`config.mk`:
```
export PLATFORM = sky130hd
export DESIGN_NAME = seq_ctx_sched
export DESIGN_NICKNAME = d
export VERILOG_FILES = /design/src/rtl/seq_ctx_sched.sv
export SDC_FILE = /design/constraint.sdc
export NUM_CORES = 1
export LEC_CHECK = 0
export ABC_AREA = 0
export BUFFER_PORTS_ARGS = -buffer_cell sky130_fd_sc_hd__buf_2
export CAP_MARGIN = 20
export CELL_PAD_IN_SITES_DETAIL_PLACEMENT = 2
export CELL_PAD_IN_SITES_GLOBAL_PLACEMENT = 2
export CORE_ASPECT_RATIO = 0.75
export CORE_MARGIN = 4
export CORE_UTILIZATION = 33
export CTS_CLUSTER_SIZE = 30
export DETAILED_ROUTE_END_ITERATION = 8
export GPL_TIMING_DRIVEN = 0
export MAX_ROUTING_LAYER = met4
export PLACE_DENSITY_LB_ADDON = 0.1
export SLEW_MARGIN = 20
export SYNTH_ARGS = -nofsm -noshare
export SYNTH_HDL_FRONTEND = slang
export SYNTH_SLANG_ARGS = --single-unit
```
`constraint.sdc`:
```
create_clock -name clk -period 2.2 [get_ports clk]
set_clock_uncertainty 0.1 [all_clocks]
set_input_delay 0.44 -clock clk [delete_from_list [all_inputs] [get_ports clk]]
set_output_delay 0.44 -clock clk [all_outputs]
set_load 0.005 [all_outputs]
```
`src/rtl/seq_ctx_sched.sv`:
```
// Round-robin scheduler time-sharing one 4-state sequence FSM across N_CH serial channels.
// Optional per-channel match statistics are built when SEQ_CTX_SCHED_STATS_EN is defined.
module seq_ctx_sched #(
  parameter  int unsigned N_CH      = 4,
  parameter  int unsigned MAX_BURST = 8,
  localparam int unsigned CW        = (N_CH > 2) ? $clog2(N_CH) : 1
) (
  input  logic            clk,
  input  logic            rst_n,
  input  logic [N_CH-1:0] req,
  input  logic [N_CH-1:0] bit_in,
  input  logic [N_CH-1:0] last,
  input  logic [N_CH-1:0] ctx_clr,
  output logic [N_CH-1:0] gnt,
  output logic            out_valid,
  output logic [CW-1:0]   out_ch,
  output logic [1:0]      out_state,
  output logic            out_y,
  input  logic [CW-1:0]   stat_sel,
  output logic [15:0]     stat_cnt
);

  typedef enum logic [1:0] {S_IDLE, S_LOAD, S_RUN, S_SAVE} sched_e;

  sched_e          r_state;
  logic [CW-1:0]   r_rr_ptr;
  logic [CW-1:0]   r_g;
  logic [1:0]      r_ctx [N_CH];
  logic [1:0]      r_work;
  logic [7:0]      r_cnt;
  logic [N_CH-1:0] r_gnt;
  logic            r_valid;
  logic [CW-1:0]   r_out_ch;
  logic [1:0]      r_out_state;
  logic            r_out_y;

  logic [CW-1:0]   w_idx;
  logic [CW-1:0]   w_pick;
  logic            w_any;
  logic            w_acc;
  logic [1:0]      w_start;
  logic [1:0]      w_next;
  logic            w_exit;

  function automatic logic [1:0] fsm_next(input logic [1:0] s, input logic c);
    case (s)
      2'b00:   fsm_next = c ? 2'b01 : 2'b00;
      2'b01:   fsm_next = c ? 2'b01 : 2'b11;
      2'b10:   fsm_next = c ? 2'b10 : 2'b00;
      default: fsm_next = c ? 2'b10 : 2'b11;
    endcase
  endfunction

  // First requester at or after the round-robin pointer, wrapping.
  always_comb begin
    w_pick = '0;
    w_any  = 1'b0;
    w_idx  = '0;
    for (int unsigned k = 0; k < N_CH; k++) begin
      w_idx = CW'((32'(r_rr_ptr) + k) % N_CH);
      if (!w_any && req[w_idx]) begin
        w_any  = 1'b1;
        w_pick = w_idx;
      end
    end
  end

  // A clear on the running channel restarts its sequence before this cycle's bit.
  always_comb begin
    w_acc   = req[r_g];
    w_start = ctx_clr[r_g] ? 2'b00 : r_work;
    w_next  = fsm_next(w_start, bit_in[r_g]);
    w_exit  = !w_acc || last[r_g] || (({1'b0, r_cnt} + 9'd1) == 9'(MAX_BURST));
  end

  always_ff @(posedge clk or negedge rst_n) begin
    if (!rst_n) begin
      r_state     <= S_IDLE;
      r_rr_ptr    <= '0;
      r_g         <= '0;
      r_work      <= 2'b00;
      r_cnt       <= '0;
      r_gnt       <= '0;
      r_valid     <= 1'b0;
      r_out_ch    <= '0;
      r_out_state <= 2'b00;
      r_out_y     <= 1'b0;
      for (int unsigned i = 0; i < N_CH; i++) r_ctx[i] <= 2'b00;
    end else begin
      r_valid <= 1'b0;
      case (r_state)
        S_IDLE: begin
          if (w_any) begin
            r_g     <= w_pick;
            r_state <= S_LOAD;
          end
        end
        S_LOAD: begin
          r_work  <= r_ctx[r_g];
          r_cnt   <= '0;
          r_gnt   <= {{(N_CH-1){1'b0}}, 1'b1} << r_g;
          r_state <= S_RUN;
        end
        S_RUN: begin
          r_work <= w_acc ? w_next : w_start;
          if (w_acc) begin
            r_cnt       <= r_cnt + 8'd1;
            r_valid     <= 1'b1;
            r_out_ch    <= r_g;
            r_out_state <= w_next;
            r_out_y     <= &w_next;
          end
          if (w_exit) begin
            r_gnt   <= '0;
            r_state <= S_SAVE;
          end
        end
        default: begin
          r_ctx[r_g] <= r_work;
          r_rr_ptr   <= (r_g == CW'(N_CH - 1)) ? '0 : r_g + 1'b1;
          r_state    <= S_IDLE;
        end
      endcase
      // Placed after the save so a clear of the same channel wins.
      for (int unsigned i = 0; i < N_CH; i++) begin
        if (ctx_clr[i]) r_ctx[i] <= 2'b00;
      end
    end
  end

  assign gnt       = r_gnt;
  assign out_valid = r_valid;
  assign out_ch    = r_out_ch;
  assign out_state = r_out_state;
  assign out_y     = r_out_y;

`ifdef SEQ_CTX_SCHED_STATS_EN
  logic [15:0] r_stat [N_CH];

  always_ff @(posedge clk or negedge rst_n) begin
    if (!rst_n) begin
      for (int unsigned i = 0; i < N_CH; i++) r_stat[i] <= '0;
    end else begin
      for (int unsigned i = 0; i < N_CH; i++) begin
        if (ctx_clr[i]) r_stat[i] <= '0;
        else if (r_valid && r_out_y && (r_out_ch == CW'(i)) && (r_stat[i] != '1))
          r_stat[i] <= r_stat[i] + 16'd1;
      end
    end
  end

  assign stat_cnt = (32'(stat_sel) < N_CH) ? r_stat[stat_sel] : '0;
`else
  logic w_unused_stat_sel;
  assign w_unused_stat_sel = ^stat_sel;
  assign stat_cnt = '0;
`endif

endmodule

```
# Word-level counts from Yosys, hierarchy flattened
# Index checks and enable logic that the tools add are counted.
# word_totals
regBits	34
word_cells	115
# op_classes
n_mux	53
shift	1
n_bitwise	1
n_reduce_logical	20
magnitude_cmp	7
addsub	6
n_eq_ne	13
# ops
operator	count
$mux 2	18
$bmux 1 s2	8
$mux 1	16
$mux 8	2
$pmux 8 s2	1
$lt 2x3->1 const B	5
$pmux 2 s3	2
$reduce_and 2->1	6
$add 8x1->9 const B	1
$eq 9x4->1 const B	1
$add 8x1->8 const B	1
$bwmux 8	1
$ne 2x1->1 const B	4
$pmux 4 s2	1
$eq 2x2->1 const B	3
$ne 2x2->1 const B	3
$add 2x1->2 const B	2
$add 2x2->2 const B	2
$bmux 2 s2	1
$demux 2 s2	1
$eq 2x1->1 const B	2
$logic_and 1x1->1	4
$logic_not 1->1	4
$logic_not 2->1	2
other kinds (9)	10

# Logic depth before layout (Yosys ltp)
# Gate-level depths: netlist of run 1.
# logic_depth
ltp_word	14
mapped_depth	8
ltp_nobuf	8

# Least setup slack after synthesis of run 1
# No wires, ideal clock.
# synth_timing
path_type	register -> register
startpoint	reg r_g[0]
endpoint	reg r_state[0]
path_slack_ns	0.399
arrival_time_ns	1.632
stages_incl_launch_ff	6
required_ns	2.031
period_less_slack_ns	1.801
path_cell_list	dfrtp_1 > buf_6 > mux4_2 > or2_4 > a211o_1 > nand3_1
# synth_via
elab_chain_cells	7
word_cells_on_any_way	9
# synth_lines
element	line_no	source
from (decl)	27	logic [CW-1:0] r_g;
from (signal assigned)	94	r_g <= w_pick;
$bmux 1 s2	70	w_acc = req[r_g];
$mux 1 (not written as such)	70	
$logic_not 1->1	73	w_exit = !w_acc || last[r_g] || (({1'b0, r_cnt} + 9'd1) == 9'(MAX_BURST));
$logic_or 1x1->1 (*) (2 in series)	73	
$ne 2x2->1 (no source line) (*)	n/a	
$reduce_and 2->1 (no source line) (*)	n/a	
to (signal assigned)	78	r_state <= S_IDLE;
to (signal assigned)	95	r_state <= S_LOAD;
to (signal assigned)	102	r_state <= S_RUN;
to (decl)	25	sched_e r_state;
# Every way passes the cells marked *; elsewhere a longest branch is shown, timed or not. The select of a mux whose other input is x is not followed.
# A chain may end at the register's enable or synchronous reset.

# Final worst setup path of run 1
# layout_timing
startpoint	reg r_cnt[0]
endpoint	reg r_gnt[2], in the netlist gnt[2]
# layout_via
elab_chain_cells	5
# layout_lines
element	line_no	source
from (decl)	30	logic [7:0] r_cnt;
from (signal assigned)	107	r_cnt <= r_cnt + 8'd1;
$add 8x1->9	73	
$eq 9x4->1	73	
$logic_or 1x1->1	73	
$ne 2x2->1 (no source line)	n/a	
$reduce_and 2->1 (no source line)	n/a	
to (signal assigned)	101	r_gnt <= {{(N_CH-1){1'b0}}, 1'b1} << r_g;
to (decl)	31	logic [N_CH-1:0] r_gnt;
# Every way passes these cells.

==> results of run 1 <==
-- final timing paths --
kind	from	end	slack (ps)	cells after the start
setup / recovery	r_cnt[0]	gnt[2]	130	6
hold / removal	rst_n	r_cnt[6]	140	1
setup reg to reg	r_cnt[0]	gnt[2]	130	6
hold reg to reg	out_state[1]	out_state[1]	390	1
max in group asynchronous	rst_n	gnt[2]	1320	1
min in group clk	ctx_clr[2]	r_ctx[3]	220	2
-- cell families (layout without fill, tap and decap cells) --
kind of cell	count (synthesis)	count (layout)
adders and majority gates	10	10
muxes	13	13
AOI/OAI and AO/OA	55	55
and+or+nand+nor	81	81
DFF	34	34
other	1	16
buffers and inverters	34	69
-- cell type report --
class / instances / area, um2
Fill cell: 748 / 3770
Inverter: 10 / 37.5
Clock buffer: 6 / 82.6
Multi-Input combinational cell: 175 / 1160
Tap cell: 81 / 101
Buffer: 24 / 168
Timing Repair Buffer: 27 / 135
Clock inverter: 2 / 12.5
Sequential cell: 34 / 851
-- power groups by stage --
| stage | Sequential (mW) | Combinational, mW | Clock, mW |
|---|---|---|---|
| 2_1_floorplan | 0.922 | 0.902 | 0 |
| 3_3_place_gp | 0.956 | 1.30 | 0 |
| 3_5_place_dp | 0.962 | 1.33 | 0 |
| 4_1_cts | 0.949 | 1.35 | 0.521 |
| 5_1_grt | 0.978 | 1.52 | 0.550 |
| 6_report | 0.950 | 1.35 | 0.508 |
-- Yosys cell counts, drive strengths merged --
| master | number | area (um2) |
|---|---|---|
| nor4b | 1 | 8.76 |
| clkbuf | 3 | 11.3 |
| a22o | 2 | 17.5 |
| o2bb2ai | 4 | 35.0 |
| o21bai | 1 | 7.51 |
| nand2b | 4 | 25.0 |
| conb | 1 | 3.75 |
| mux2i | 6 | 60.1 |
| nor2b | 3 | 18.8 |
| nor4 | 2 | 12.5 |
| mux4 | 5 | 120 |
| nand4 | 1 | 6.26 |
| ha | 10 | 125 |
| a21oi | 11 | 58.8 |
| a2bb2oi | 2 | 23.8 |
| or3 | 1 | 6.26 |
| nor3b | 1 | 7.51 |
| o31ai | 3 | 22.5 |
| inv | 10 | 37.5 |
| buf | 21 | 153 |
| nor3 | 1 | 5.00 |
| o41ai | 1 | 8.76 |
| a21o | 1 | 7.51 |
| nand2 | 35 | 131 |
| o21ai | 19 | 95.1 |
| a211o | 2 | 17.5 |
| nand3 | 15 | 75.1 |
| nand4b | 1 | 8.76 |
| and2 | 4 | 25.0 |
| a22oi | 2 | 15.0 |
| mux2 | 2 | 22.5 |
| a211oi | 1 | 12.5 |
| dfrtp | 34 | 851 |
| a31oi | 3 | 18.8 |
| and3 | 2 | 12.5 |
| a2111oi | 1 | 27.5 |
| o22ai | 1 | 6.26 |
| o221ai | 1 | 8.76 |
| nor2 | 9 | 33.8 |
| or2 | 1 | 8.76 |
-- through the flow --
stage	TNS, ps	worst slack [ps]
4_1_cts	0	84.9
5_1_grt	0	7.26
3_3_place_gp	0	41.4
6_report	0	128
3_5_place_dp	-0.0773	-0.0773
2_1_floorplan	0	399
-- what timing repair did --
| item | 4_1_cts | 5_1_grt |
|---|---|---|
| pin swaps | 0 | 2 |
| hold buffers | 0 | 0 |
| gates resized for setup | 2 | 5 |
| setup endpoints to repair | 1 | 6 |
-- layer usage --
layer / wire [um] / share of wire (%) / global-route usage [%] / vias up
li1: - / - / - / 876
met2: 2870 / 46 / 25.7 / 36
met3: 205 / 3.3 / 3.32 / 4
met4: 41 / 0.66 / 3.59 / 0
met5: 0 / 0 / - / -
met1: 3120 / 50 / 24.6 / 946
==> implementation parameters, run 1 <==
Parameter                              Value

Worst setup path
  Arrival @ worst endpoint ... 2140 ps
  Maximum fanout encountered on the critical timing path ... 7
  Cell family with most CP delay ... compound AO/OA/AOI/OAI gates
  Capturing element type of the critical path ... flip-flop
  Type of the worst setup path ... flip-flop to flip-flop
  Kind of start point of the critical path ... flip-flop
  Slowest CP cell ... sky130_fd_sc_hd__a2111oi_4
  Slowest Stage Delay on Critical Path ... 530 ps
  Critical path buffer and inverter count ... 0
  Critical path cell sequence ... ha_2 -> nand2_1 -> nand4b_1 -> a2111oi_4 -> a21oi_2 -> o2bb2ai_1
  Required time of the critical path ... 2270 ps

Yosys
  Synth Cell Area ... 2150 um2
  Post-synthesis share of cell area spent on and, or, nand and nor gates ... 17.9%
  Main combinational cell family by area after synthesis ... simple AND/OR/NAND/NOR gates
  Post-synthesis mux area share ... 9.42%
  Arithmetic-cell share of the synthesized area counting full adders, half adders and majority gates ... 5.81%
  Share of the synthesized area in compound gates (AO/OA/AOI/OAI) ... 17.8%
  Post-synthesis area per instance ... 9.44 um2
  Netlist cell types ... 47
  Yosys warning count ... 0
  Portion of the post-synthesis area used by sequential elements ... 39.5%
  Flops & latches, synth ... 34
  Number of instances in the synthesized netlist ... 228
  XOR/XNOR Fraction of Synth Area ... 0%

Placed design
  Half-perimeter wire length of the detailed placement result ... 4830 um
  Count of input and output buffers ... 27
  Cell count after placement ... 351
  Global placer's final weighted congestion ... 0.784
  Cell area after placement ... 2440 um2

Power and ir drop
  Leak pwr ... 1.20 nW
  Switching Share ... 43.2%
  Power, Total ... 2.80 mW
  Clk network pwr share ... 18.1%
  Reported net switching power ... 1.21 mW
  Worst IR drop on VDD ... 0.000639 V
  Portion of total power attributed to combinational logic ... 48.0%
  Int Power ... 1.59 mW
  Power Dens Cells ... 1100 nW/um2
  Sequential share of power ... 33.9%

Route
  Final antenna-violating net count ... 0
  DRT Pass-1 Iters ... 4
  # DRC ... 0
  DRC marker count from the first detailed-route iteration ... 62
  Per-cell routed wire length ... 17.4 um
  Sum of routed wire length over all layers ... 6240 um
  Via count of the routed design ... 1,862
  Number of vias per cell after detailed routing ... 5.19

Run status
  Status ... complete, no violations

Timing
  Max-slew violation count ... 0
  Crit path time final ... 2070 ps
  Worst Hold Margin ... 145 ps
  Final period utilization ... 94.2%
  Setup repair after global routing missed its margin ... false
  Measured slew at the worst slew-check pin ... 840 ps
  Max Clk Rate ... 483 MHz
  Number of hold-slack violations in the final timing report ... 0
  Endpoints failing setup ... 0
  Max_slew headroom ... 44.0%

Finish
  Layout Nets ... 307
  Most common cell after layout, fill and taps aside ... sky130_fd_sc_hd__nand2_1
  Final Util ... 40.4%
  Layout cell share with drive strength beyond 1 ... 24.8%
  Most frequent cells in the layout ... 35 x sky130_fd_sc_hd__nand2_1, 34 x sky130_fd_sc_hd__dfrtp_1, 28 x sky130_fd_sc_hd__buf_2, 17 x sky130_fd_sc_hd__o21ai_0, 17 x sky130_fd_sc_hd__buf_4
  Area Overhead vs Synth ... 18.6%
  Layout Cell Area excl Fill ... 2550 um2
  Final instance count without filler cells ... 359
  Ant. Diodes ... 0

Die
  Core Box Area ... 6320 um2
  Die Ht ... 77.9 um
  Number of rows in the core area ... 25
  Die width ... 101 um
  Number of primary I/O pins ... 46
  Initial core utilization ... 34.1%
  Die area ... 7890 um2

Global route
  Global-route wire length before repair ... 10,400 um
  Initial antenna violation count ... 0
  Via count of the first global-routing pass ... 1,986
  Combined global-route utilization of all metal layers ... 17.3%
  Maximum number of pins on one net before global-route repair ... 35
  Gr ovfl total ... 0

Clocking
  Clock Tree Root ... sky130_fd_sc_hd__clkbuf_8
  Maximum count of clock buffers along a single path ... 2
  Clk pin slew, worst setup/hold paths ... 80 ps
  Sink count of the clock tree ... 34
  Clock tree from TritonCTS ... built
  Total setup buffers inserted after CTS ... 0
  Clock buffers created by TritonCTS ... 5
  H-tree depth reported by CTS ... 2
  Clock insertion delay at the later pin of the skew report ... 290 ps

Min path
  Worst hold path class ... input pin to async pin

Job
  Max-Cap Viols ... 0
(Power assumes the default switching activity.)
==> run 2: changes to the inputs <==
--- a/config.mk
+++ b/config.mk
@@ -10,7 +10,7 @@
 export CAP_MARGIN = 20
 export CELL_PAD_IN_SITES_DETAIL_PLACEMENT = 2
 export CELL_PAD_IN_SITES_GLOBAL_PLACEMENT = 2
-export CORE_ASPECT_RATIO = 0.75
+export CORE_ASPECT_RATIO = 0.8
 export CORE_MARGIN = 4
 export CORE_UTILIZATION = 33
 export CTS_CLUSTER_SIZE = 30
==> implementation parameters, run 2 (synthesized netlist as in run 1, its figures left out) <==
Parameter                              Value

Worst setup path
  Cell family with most CP delay ... compound AO/OA/AOI/OAI gates
  Critical path buffer and inverter count ... 1
  Slowest CP cell ... sky130_fd_sc_hd__dfrtp_1
  Capture point of the critical path ... r_state[0]
  Kind of start point of the critical path ... flip-flop
  Crit Reg-Reg Endpoint ... r_state[0]
  Slowest Stage Delay on Critical Path ... 450 ps
  Type of the worst setup path ... flip-flop to flip-flop
  Startpoint of the most critical setup path ... r_cnt[0]
  Capturing element type of the critical path ... flip-flop
  Launch point of the worst reg-to-reg path ... r_cnt[0]
  Maximum fanout encountered on the critical timing path ... 7
  Arrival @ worst endpoint ... 2160 ps
  Cell depth of the worst flop-to-flop path ... 7
  Cell depth of the worst setup path ... 7
  Critical path cell sequence ... ha_1 -> nand2_1 -> nand4b_1 -> a2111oi_4 -> buf_4 -> a211o_1 -> nand3_1
  Reg-to-reg setup timing slack ... 120 ps
  Required time of the critical path ... 2280 ps

Die
  Number of primary I/O pins ... 46
  Core Box Area ... 6340 um2
  Die area ... 7890 um2
  Die width ... 98.3 um
  Die Ht ... 80.2 um
  Initial core utilization ... 33.9%
  Number of rows in the core area ... 26

Global route
  Initial antenna violation count ... 0
  Gr ovfl total ... 0
  Global-route wire length before repair ... 10,300 um
  Combined global-route utilization of all metal layers ... 17.2%
  Via count of the first global-routing pass ... 1,985
  Maximum number of pins on one net before global-route repair ... 35

Timing
  Endpoints failing setup ... 0
  Setup repair after global routing missed its margin ... false
  Max_slew headroom ... 45.8%
  Worst setup margin ... 124 ps
  Crit path time final ... 2080 ps
  Measured slew at the worst slew-check pin ... 813 ps
  Max Clk Rate ... 482 MHz
  Max-slew violation count ... 0
  Final period utilization ... 94.4%
  Number of hold-slack violations in the final timing report ... 0
  Setup total negative slack ... 0 ps
  Worst Hold Margin ... 125 ps

Finish
  Ant. Diodes ... 0
  Layout cell share with drive strength beyond 1 ... 24.7%
  Area Overhead vs Synth ... 19.1%
  Most common cell after layout, fill and taps aside ... sky130_fd_sc_hd__nand2_1
  Most frequent cells in the layout ... 35 x sky130_fd_sc_hd__nand2_1, 34 x sky130_fd_sc_hd__dfrtp_1, 27 x sky130_fd_sc_hd__buf_2, 19 x sky130_fd_sc_hd__buf_4, 17 x sky130_fd_sc_hd__o21ai_0
  Layout Nets ... 308

Route
  DRT Pass-1 Iters ... 4
  DRC marker count from the first detailed-route iteration ... 53
  Number of vias per cell after detailed routing ... 5.04
  Per-cell routed wire length ... 16.9 um
  Final antenna-violating net count ... 0
  # DRC ... 0
  Sum of routed wire length over all layers ... 6140 um
  Via count of the routed design ... 1,831

Clocking
  Clock insertion delay at the later pin of the skew report ... 300 ps
  H-tree depth reported by CTS ... 2
  Clock tree from TritonCTS ... built
  Clk pin slew, worst setup/hold paths ... 80 ps
  Clock buffers created by TritonCTS ... 5
  Clock Tree Root ... sky130_fd_sc_hd__clkbuf_8
  Post-CTS Hold Fix Bufs ... 0
  Maximum count of clock buffers along a single path ... 2
  Sink count of the clock tree ... 34

Power and ir drop
  Leak pwr ... 1.20 nW
  Power Dens Cells ... 1090 nW/um2
  Power, Total ... 2.79 mW
  Worst IR drop on VDD ... 0.000434 V

Placed design
  Count of input and output buffers ... 27
  Global placer's final weighted congestion ... 0.782
  Half-perimeter wire length of the detailed placement result ... 4720 um
  Worst slack, placed ... -17.8 ps

Run status
  Status ... complete, no violations

Job
  Max-Cap Viols ... 0

Min path
  Worst hold path class ... input pin to async pin
[run 2: cell count changes in the layout (fill, tap and decap cells not counted), sizes merged]
| cell | previous run | this run |
|---|---|---|
| buf | 47 | 48 |
[run 2: where the power goes]
part	switching (mW)	internal, mW	total (mW)
Combinational	0.777	0.560	1.34
Clock	0.259	0.252	0.511
Sequential	0.154	0.784	0.938
[run 2: repair_timing]
action                                 4_1_cts  5_1_grt
gates resized for setup                      2        5
endpoints found under the hold margin        0        0
setup buffers                                0        1
setup endpoints to repair                    5       16
pin swaps                                    0        1
[run 2: through the flow]
stage | instances | util (%) | instance area, um2
after CTS | 362 | 40.2 | 2550
after global placement | 354 | 38.6 | 2450
after detailed placement | 354 | 38.6 | 2450
final | 363 | 40.4 | 2560
after global routing | 363 | 40.4 | 2560
after floorplan | 243 | - | 2210
[run 2: area by class of cell]
type,instances,area [um2]
Tap cell,84,105
Buffer,24,169
Fill cell,735,3780
Clock buffer,6,82.6
Inverter,10,37.5
Clock inverter,2,12.5
Timing Repair Buffer,28,143
Sequential cell,34,851
Multi-Input combinational cell,175,1160
[run 2: worst min-delay path by stage]
stage	to	cells past startpoint
floorplan	gnt[0]	0
global placement	out_state[0]	2
detailed placement	out_state[1]	1
CTS	r_ctx[7]	1
global route	r_ctx[7]	1
finish	r_ctx[7]	1
[run 2: routing by layer]
| layer | global-route usage, % | up-vias | wire length, um |
|---|---|---|---|
| li1 | - | 878 | - |
| met1 | 23.2 | 913 | 3090 |
| met2 | 25.8 | 33 | 2720 |
| met3 | 3.39 | 7 | 221 |
| met4 | 6.55 | 0 | 108 |
| met5 | - | - | 0 |
